File: config.mk
export PLATFORM = sky130hd
export DESIGN_NAME = if_fetch
export DESIGN_NICKNAME = d
export VERILOG_FILES = /design/src/rtl/if_fetch.sv
export SDC_FILE = /design/constraint.sdc
export NUM_CORES = 1
export LEC_CHECK = 0
export CORE_MARGIN = 2
export CORE_UTILIZATION = 30
export CTS_CLUSTER_DIAMETER = 50
export DETAILED_ROUTE_END_ITERATION = 7
export PLACE_DENSITY = 0.56
export SETUP_SLACK_MARGIN = 0.2
export SYNTH_ARGS = -nofsm -noshare
export SYNTH_HDL_FRONTEND = slang
export SYNTH_SLANG_ARGS = --single-unit
File: constraint.sdc
create_clock -name clk -period 6.5 [get_ports clk]
set_clock_uncertainty 0.15 [all_clocks]
set_input_delay 1.625 -clock clk [delete_from_list [all_inputs] [get_ports clk]]
set_output_delay 1.625 -clock clk [all_outputs]
set_load 0.03 [all_outputs]
File: src/rtl/if_fetch.sv
// if_fetch: instruction fetch stage.
// Holds the PC and issues in-order word fetches over a valid/ready request
// channel. Returned instructions wait in a small FIFO and are presented to
// the ID stage together with their PC. An EX redirect flushes the buffer, and
// responses still in flight are discarded while the stage drains.
// Optional build macro: IF_BYPASS_EN. When it is defined, a response that
// arrives while the buffer is empty goes to ID in the same cycle.
module if_fetch #(
   parameter int                INSTR_W    = 32,
   parameter int                WORD_W     = 32,
   parameter logic [WORD_W-1:0] RESET_PC   = {WORD_W{1'b0}},
   parameter int                FIFO_DEPTH = 2
) (
   input  logic               clk,
   input  logic               rst,
   output logic               imem_req_valid,
   input  logic               imem_req_ready,
   output logic [WORD_W-1:0]  imem_req_addr,
   input  logic               imem_resp_valid,
   input  logic [INSTR_W-1:0] imem_resp_data,
   input  logic               redirect_valid,
   input  logic [WORD_W-1:0]  redirect_pc,
   input  logic               id_stall,
   output logic               id_valid,
   output logic [INSTR_W-1:0] id_instr,
   output logic [WORD_W-1:0]  id_pc
);

   localparam int PTR_W = $clog2(FIFO_DEPTH);
   localparam int CNT_W = PTR_W + 1;
   localparam logic [INSTR_W-1:0] NOP_INSTR = INSTR_W'(32'h0000_0013);
   localparam logic [WORD_W-1:0]  PC_STEP   = WORD_W'(32'd4);
   localparam logic [CNT_W-1:0]   CNT_ZERO  = {CNT_W{1'b0}};
   localparam logic [CNT_W:0]     OCC_LIMIT = (CNT_W+1)'(FIFO_DEPTH);

   typedef enum logic [0:0] {
      ST_RUN   = 1'b0,
      ST_DRAIN = 1'b1
   } state_t;

   state_t              state_r;
   logic [WORD_W-1:0]   fetch_pc_r;
   logic [WORD_W-1:0]   resp_pc_r;
   logic [CNT_W-1:0]    out_r;
   logic [CNT_W-1:0]    count_r;
   logic [PTR_W-1:0]    wr_ptr_r;
   logic [PTR_W-1:0]    rd_ptr_r;
   logic [INSTR_W-1:0]  instr_mem_r [FIFO_DEPTH];
   logic [WORD_W-1:0]   pc_mem_r    [FIFO_DEPTH];

   logic                fifo_empty_s;
   logic                resp_ok_s;
   logic                bypass_s;
   logic                bypass_take_s;
   logic                take_s;
   logic                pop_s;
   logic                push_s;
   logic                accept_s;
   logic [CNT_W:0]      occ_s;
   logic [CNT_W-1:0]    out_next_s;

   // Handshake decode, credit check and ID output selection
   always_comb begin
      fifo_empty_s = (count_r == CNT_ZERO);
      // a response with nothing outstanding is a protocol error and is ignored
      resp_ok_s    = imem_resp_valid && (out_r != CNT_ZERO);
`ifdef IF_BYPASS_EN
      bypass_s     = fifo_empty_s && (state_r == ST_RUN) && !redirect_valid && resp_ok_s;
`else
      bypass_s     = 1'b0;
`endif
      id_valid      = !fifo_empty_s || bypass_s;
      take_s        = id_valid && !id_stall;
      pop_s         = !fifo_empty_s && !id_stall;
      bypass_take_s = bypass_s && !id_stall;
      push_s        = (state_r == ST_RUN) && !redirect_valid && resp_ok_s && !bypass_take_s;

      // a head leaving this cycle frees its slot before any new response can land
      occ_s = {1'b0, count_r} + {1'b0, out_r} - {{CNT_W{1'b0}}, take_s};
      imem_req_valid = !rst && (state_r == ST_RUN) && (occ_s < OCC_LIMIT);
      imem_req_addr  = fetch_pc_r;
      accept_s       = imem_req_valid && imem_req_ready;
      out_next_s     = out_r + {{PTR_W{1'b0}}, accept_s} - {{PTR_W{1'b0}}, resp_ok_s};

      if (!fifo_empty_s) begin
         id_instr = instr_mem_r[rd_ptr_r];
         id_pc    = pc_mem_r[rd_ptr_r];
      end else if (bypass_s) begin
         id_instr = imem_resp_data;
         id_pc    = resp_pc_r;
      end else begin
         id_instr = NOP_INSTR;
         id_pc    = resp_pc_r;
      end
   end

   // RUN/DRAIN control, PC tracking and outstanding-request count
   always_ff @(posedge clk or posedge rst) begin
      if (rst) begin
         state_r    <= ST_RUN;
         fetch_pc_r <= RESET_PC;
         resp_pc_r  <= RESET_PC;
         out_r      <= CNT_ZERO;
      end else begin
         out_r <= out_next_s;
         case (state_r)
            ST_RUN: begin
               if (redirect_valid) begin
                  fetch_pc_r <= redirect_pc;
                  resp_pc_r  <= redirect_pc;
                  // anything still in flight belongs to the old path
                  state_r    <= (out_next_s != CNT_ZERO) ? ST_DRAIN : ST_RUN;
               end else begin
                  if (accept_s) begin
                     fetch_pc_r <= fetch_pc_r + PC_STEP;
                  end
                  if (resp_ok_s) begin
                     resp_pc_r <= resp_pc_r + PC_STEP;
                  end
                  state_r <= ST_RUN;
               end
            end
            ST_DRAIN: begin
               if (redirect_valid) begin
                  fetch_pc_r <= redirect_pc;
                  resp_pc_r  <= redirect_pc;
               end
               state_r <= (out_next_s == CNT_ZERO) ? ST_RUN : ST_DRAIN;
            end
            default: begin
               state_r <= ST_RUN;
            end
         endcase
      end
   end

   // Buffer pointers and occupancy; a redirect empties the buffer outright
   always_ff @(posedge clk or posedge rst) begin
      if (rst) begin
         wr_ptr_r <= {PTR_W{1'b0}};
         rd_ptr_r <= {PTR_W{1'b0}};
         count_r  <= CNT_ZERO;
      end else if (redirect_valid) begin
         wr_ptr_r <= {PTR_W{1'b0}};
         rd_ptr_r <= {PTR_W{1'b0}};
         count_r  <= CNT_ZERO;
      end else begin
         if (push_s) begin
            wr_ptr_r <= wr_ptr_r + {{(PTR_W-1){1'b0}}, 1'b1};
         end
         if (pop_s) begin
            rd_ptr_r <= rd_ptr_r + {{(PTR_W-1){1'b0}}, 1'b1};
         end
         count_r <= count_r + {{PTR_W{1'b0}}, push_s} - {{PTR_W{1'b0}}, pop_s};
      end
   end

   // Buffer storage; contents are only meaningful below count_r
   always_ff @(posedge clk) begin
      if (push_s) begin
         instr_mem_r[wr_ptr_r] <= imem_resp_data;
         pc_mem_r[wr_ptr_r]    <= resp_pc_r;
      end
   end

`ifndef SYNTHESIS
   // Flag a memory response that has no matching request
   always @(posedge clk) begin
      if (!rst && imem_resp_valid && (out_r == CNT_ZERO)) begin
         $display("if_fetch: unexpected imem response with nothing outstanding at %0t", $time);
      end
   end
`endif

endmodule

==> results.md <==
* Leading cell types by total area after synthesis: edfxtp_1 (42%), dfrtp_1 (19%), mux2i_1 (7.1%)
* Via density at ~5
* Total number of placement rows at between 60 and 70
* Sequential fraction of the synthesis area at 60.6%
* Worst vdd rail ir drop at 0.000197 V
* Final design area excluding fillers at between 10000 and 15000 um2
* Sinks on the clock net at 197
* Total number of vias at 6782
* Die area at between 30000 and 40000 um2
* Placeable core area at 30300 um2
* Detailed-routing iteration count for the pre-antenna-repair pass at 4
* Hold path start: imem_req_addr[1]
* Delay-heaviest family, CP: buffers and inverters
* TritonCTS clock tree: built
* GP Congestion at 0.831
* Number of global-route vias before repair at 6568
* Number of DRC violations after detailed-routing iteration 0 at 487
* Insertion delay to the later sink of the worst-skew pair at about 440 ps
* Final routed wirelength across all metal layers at around 24000 um
* Synthesized cell area at 9190 um2
* Minimum clock period after layout at a little under 6000 ps
* Count of flip-flops with a built-in enable after synthesis at around 130
* # Max-Cap Violations at 0
* Primary FF master, synth: edfxtp_1
* Longest individual stage delay on the worst path at between 600 and 700 ps
* Ordered list of cells on the worst path: clkdlybuf4s50_1, nor3_1, o21ai_0, fa_1, xor2_1, and3_1, clkdlybuf4s50_1
* Post-DP HPWL at 16400 um
* Crit Path Max Fanout at 3
* Number of distinct library cell variants in the gate-level netlist after synthesis at slightly below 60
* Static power due to leakage at 4.07 nW
* Post-layout nets at between 1000 and 1500
* Critical Path Sink Type: output pin
* Power density over the cells at about 420 nW/um2
* Worst hold-check path type: reg2reg
* Layout cell share with drive strength beyond 1 at 6.38%
* Slew Viols, Final at 0
* Port Buffer Count at 167
* Worst path bufs/invs at 2
* Setup TNS at 0 ps
* Post-CTS Setup Inserts at 0
* Aggregate global routing overflow at 0
* Number of H-tree levels at 4
* Global-route total usage across every layer at between 10% and 20%
* Worst path most repeated cell: clkdlybuf4s50_1
* Antenna violations before repair at 0
* Number of buffers inserted by hold repair at cts at 0
* Maximum number of pins on one net before global-route repair at 76
* Number of buffers on the longest clock path at 2
* Number of standard cells after synthesis at a little under 800
* Wire length of the first global-routing pass at 37900 um
* Data arrival time of the critical path at roughly 4000 ps
* Reg-to-reg startpoint: count_r[1]
* Flop and latch count out of synthesis at between 150 and 200
* Clock Tree Root: clkbuf_16
* Number of nets in the synthesized netlist at roughly 870
* I/O pin count at between 150 and 200
* Critical path required time at ~4700 ps
* Class of the most critical setup path: in2out
* Max frequency at between 150 and 200 MHz
* Placed Instance Area at 11300 um2
* Die extent in y at approximately 180 um
* Mean post-synth cell area at ~12 um2
* Final Cycle Share at roughly nine tenths
* Run status: complete, no violations
* Top-area cell type share of the netlist area at 41.8%
* Number of fill cells in the layout at approximately 2900
* Post-synthesis to final-layout area growth at 28.8%
* Share of flip-flops with an asynchronous set or reset at between 30% and 40%
* Antenna diode count at 0
* Residual antenna-violating net count after detailed routing at 0
* Starting utilization of the core area at 30.3%
* Cts repair resizes at 0
* Width of the die at 179 um
* Setup violators final at 0
* Max-slew headroom at 33.8%
* Largest area contributor in the synthesized netlist: edfxtp_1
* Transition time at the pin with the least slew margin at ~990 ps
* Worst setup SP type: input port
* Launch point of the critical path: id_stall
* Crit path max-delay cell type: clkdlybuf4s50_1
* Yosys Warn Count at 0
* Clock transition at the registers of the reported paths at 70 ps
* CTS buffer count at 17
* Hold Violations, Final at 0
* Setup repair after global routing missed its margin: no
* Routed length per instance at 18.1 um
* DR DRC count at 0
==> stage by stage <==
step / hold slack (ps) / std cells / setup slack [ps] / total power, mW / utilization [%]
global placement: 395 / 1320 / 669 / 3.93 / 37.1
global route: 437 / 1352 / 399 / 5.22 / 39.0
detailed placement: 401 / 1320 / 626 / 3.95 / 37.1
finish: 396 / 1352 / 630 / 4.94 / 39.0
CTS: 417 / 1352 / 618 / 4.99 / 39.0
floorplan: 287 / 795 / 522 / 3.08 / -
==> flip-flops by register name, summed over array words and instances (netlist names) <==
signal and count:
instr_mem_r 64, resp_pc_r 31, state_r 1, pc_mem_r 64, rd_ptr_r 1, wr_ptr_r 1, imem_req_addr 31, count_r 2
out_r 2
==> cells in the final DEF, fill, tap and decap left out, drive strengths merged, types with 4 or more instances in the layout <==
master,instances
clkdlybuf4s50,166
edfxtp,128
nor2,81
nand2,80
dfrtp,69
mux2i,65
o21ai,58
a21oi,43
nand3,29
inv,19
clkbuf,17
o22a,15
a31oi,14
xnor2,13
and4,11
o22ai,11
nand4,11
nor4,11
buf,10
and2,8
and3,8
nor3,7
ha,7
xor2,5
a211oi,5
or3,4
a41oi,4
o32ai,4
clkinvlp,4
clkinv,4
==> worst reg2reg max path, delay by kind of cell, from the launching register on <==
kind                     cells  cell delay (ps)
AND/OR/NAND/NOR              5             1120
adder cells (fa/ha/maj)      3             1070
flip-flops                   1              430
buffers and inverters        3              400
XOR/XNOR                     2              310
AO/OA/AOI/OAI                1              180
==> cells in the mapped netlist, drive strengths merged (3+ instances only) <==
cell	n
a41oi	4
a22oi	3
edfxtp	128
and3	8
o31a	3
o22ai	11
xor2	5
nand2	80
nor4	11
nor2	81
and4	11
o22a	15
a211oi	5
o31ai	3
nand4	11
buf	9
nor3	7
inv	13
o32a	3
xnor2	13
nand2b	3
o21a	3
or3	4
ha	7
nand3	29
and2	8
o21ai	58
dfrtp	69
clkbuf	38
a21oi	43
mux2i	65
o32ai	4
a21boi	3
a31oi	14
==> final cells by class <==
cell class / instances / area (um2) / share of cell area [%]
sequential: 197 / 5570 / 47.1
tap: 396 / 495 / 4.19
multi-input combinational: 538 / 3400 / 28.7
clock buffer: 17 / 425 / 3.59
clock inverter: 15 / 145 / 1.23
inverter: 13 / 48.8 / 0.412
timing repair buffer: 176 / 1750 / 14.8
==> kinds of logic (layout without fill, tap and decap cells) <==
| kind of cell | count (synthesis) | count (layout) | synth area share, % |
|---|---|---|---|
| and+or+nand+nor | 262 | 262 | 14.0 |
| DFF | 197 | 197 | 60.6 |
| AOI/OAI and AO/OA | 183 | 183 | 12.5 |
| muxes | 67 | 67 | 7.33 |
| buffers and inverters | 60 | 221 | 2.68 |
| xor gates and xnor gates | 18 | 18 | 1.72 |
| adders and majority gates | 8 | 8 | 1.17 |
==> metal layers <==
metal / vias to the layer above / share of wire (%) / wire length [um] / track usage, %
li1: 3282 / - / - / -
met1: 3264 / 49 / 12100 / 22.6
met2: 211 / 43 / 10700 / 23.0
met3: 25 / 5.7 / 1400 / 3.05
met4: 0 / 1.3 / 322 / 4.47
met5: - / 0 / 0 / 0
==> power breakdown <==
| group | internal [mW] | switching (mW) | total (mW) |
|---|---|---|---|
| Clock | 0.539 | 0.495 | 1.03 |
| Sequential | 1.58 | 0.284 | 1.86 |
| Combinational | 0.812 | 1.24 | 2.05 |
| Total | 2.93 | 2.02 | 4.94 |
==> final timing paths <==
| path | endpoint | slack [ps] | cells after the start |
|---|---|---|---|
| min in group asynchronous | resp_pc_r[3] | 1520 | 2 |
| worst min register to register | pc_mem_r[1][1] | 400 | 0 |
| worst max register to register | state_r | 2720 | 14 |
| worst max-delay path | imem_req_valid | 630 | 7 |
| worst min-delay path | pc_mem_r[1][1] | 400 | 0 |
| max in group asynchronous | imem_req_addr[30] | 3670 | 3 |
Note: power is estimated with default switching activity, not from simulation.
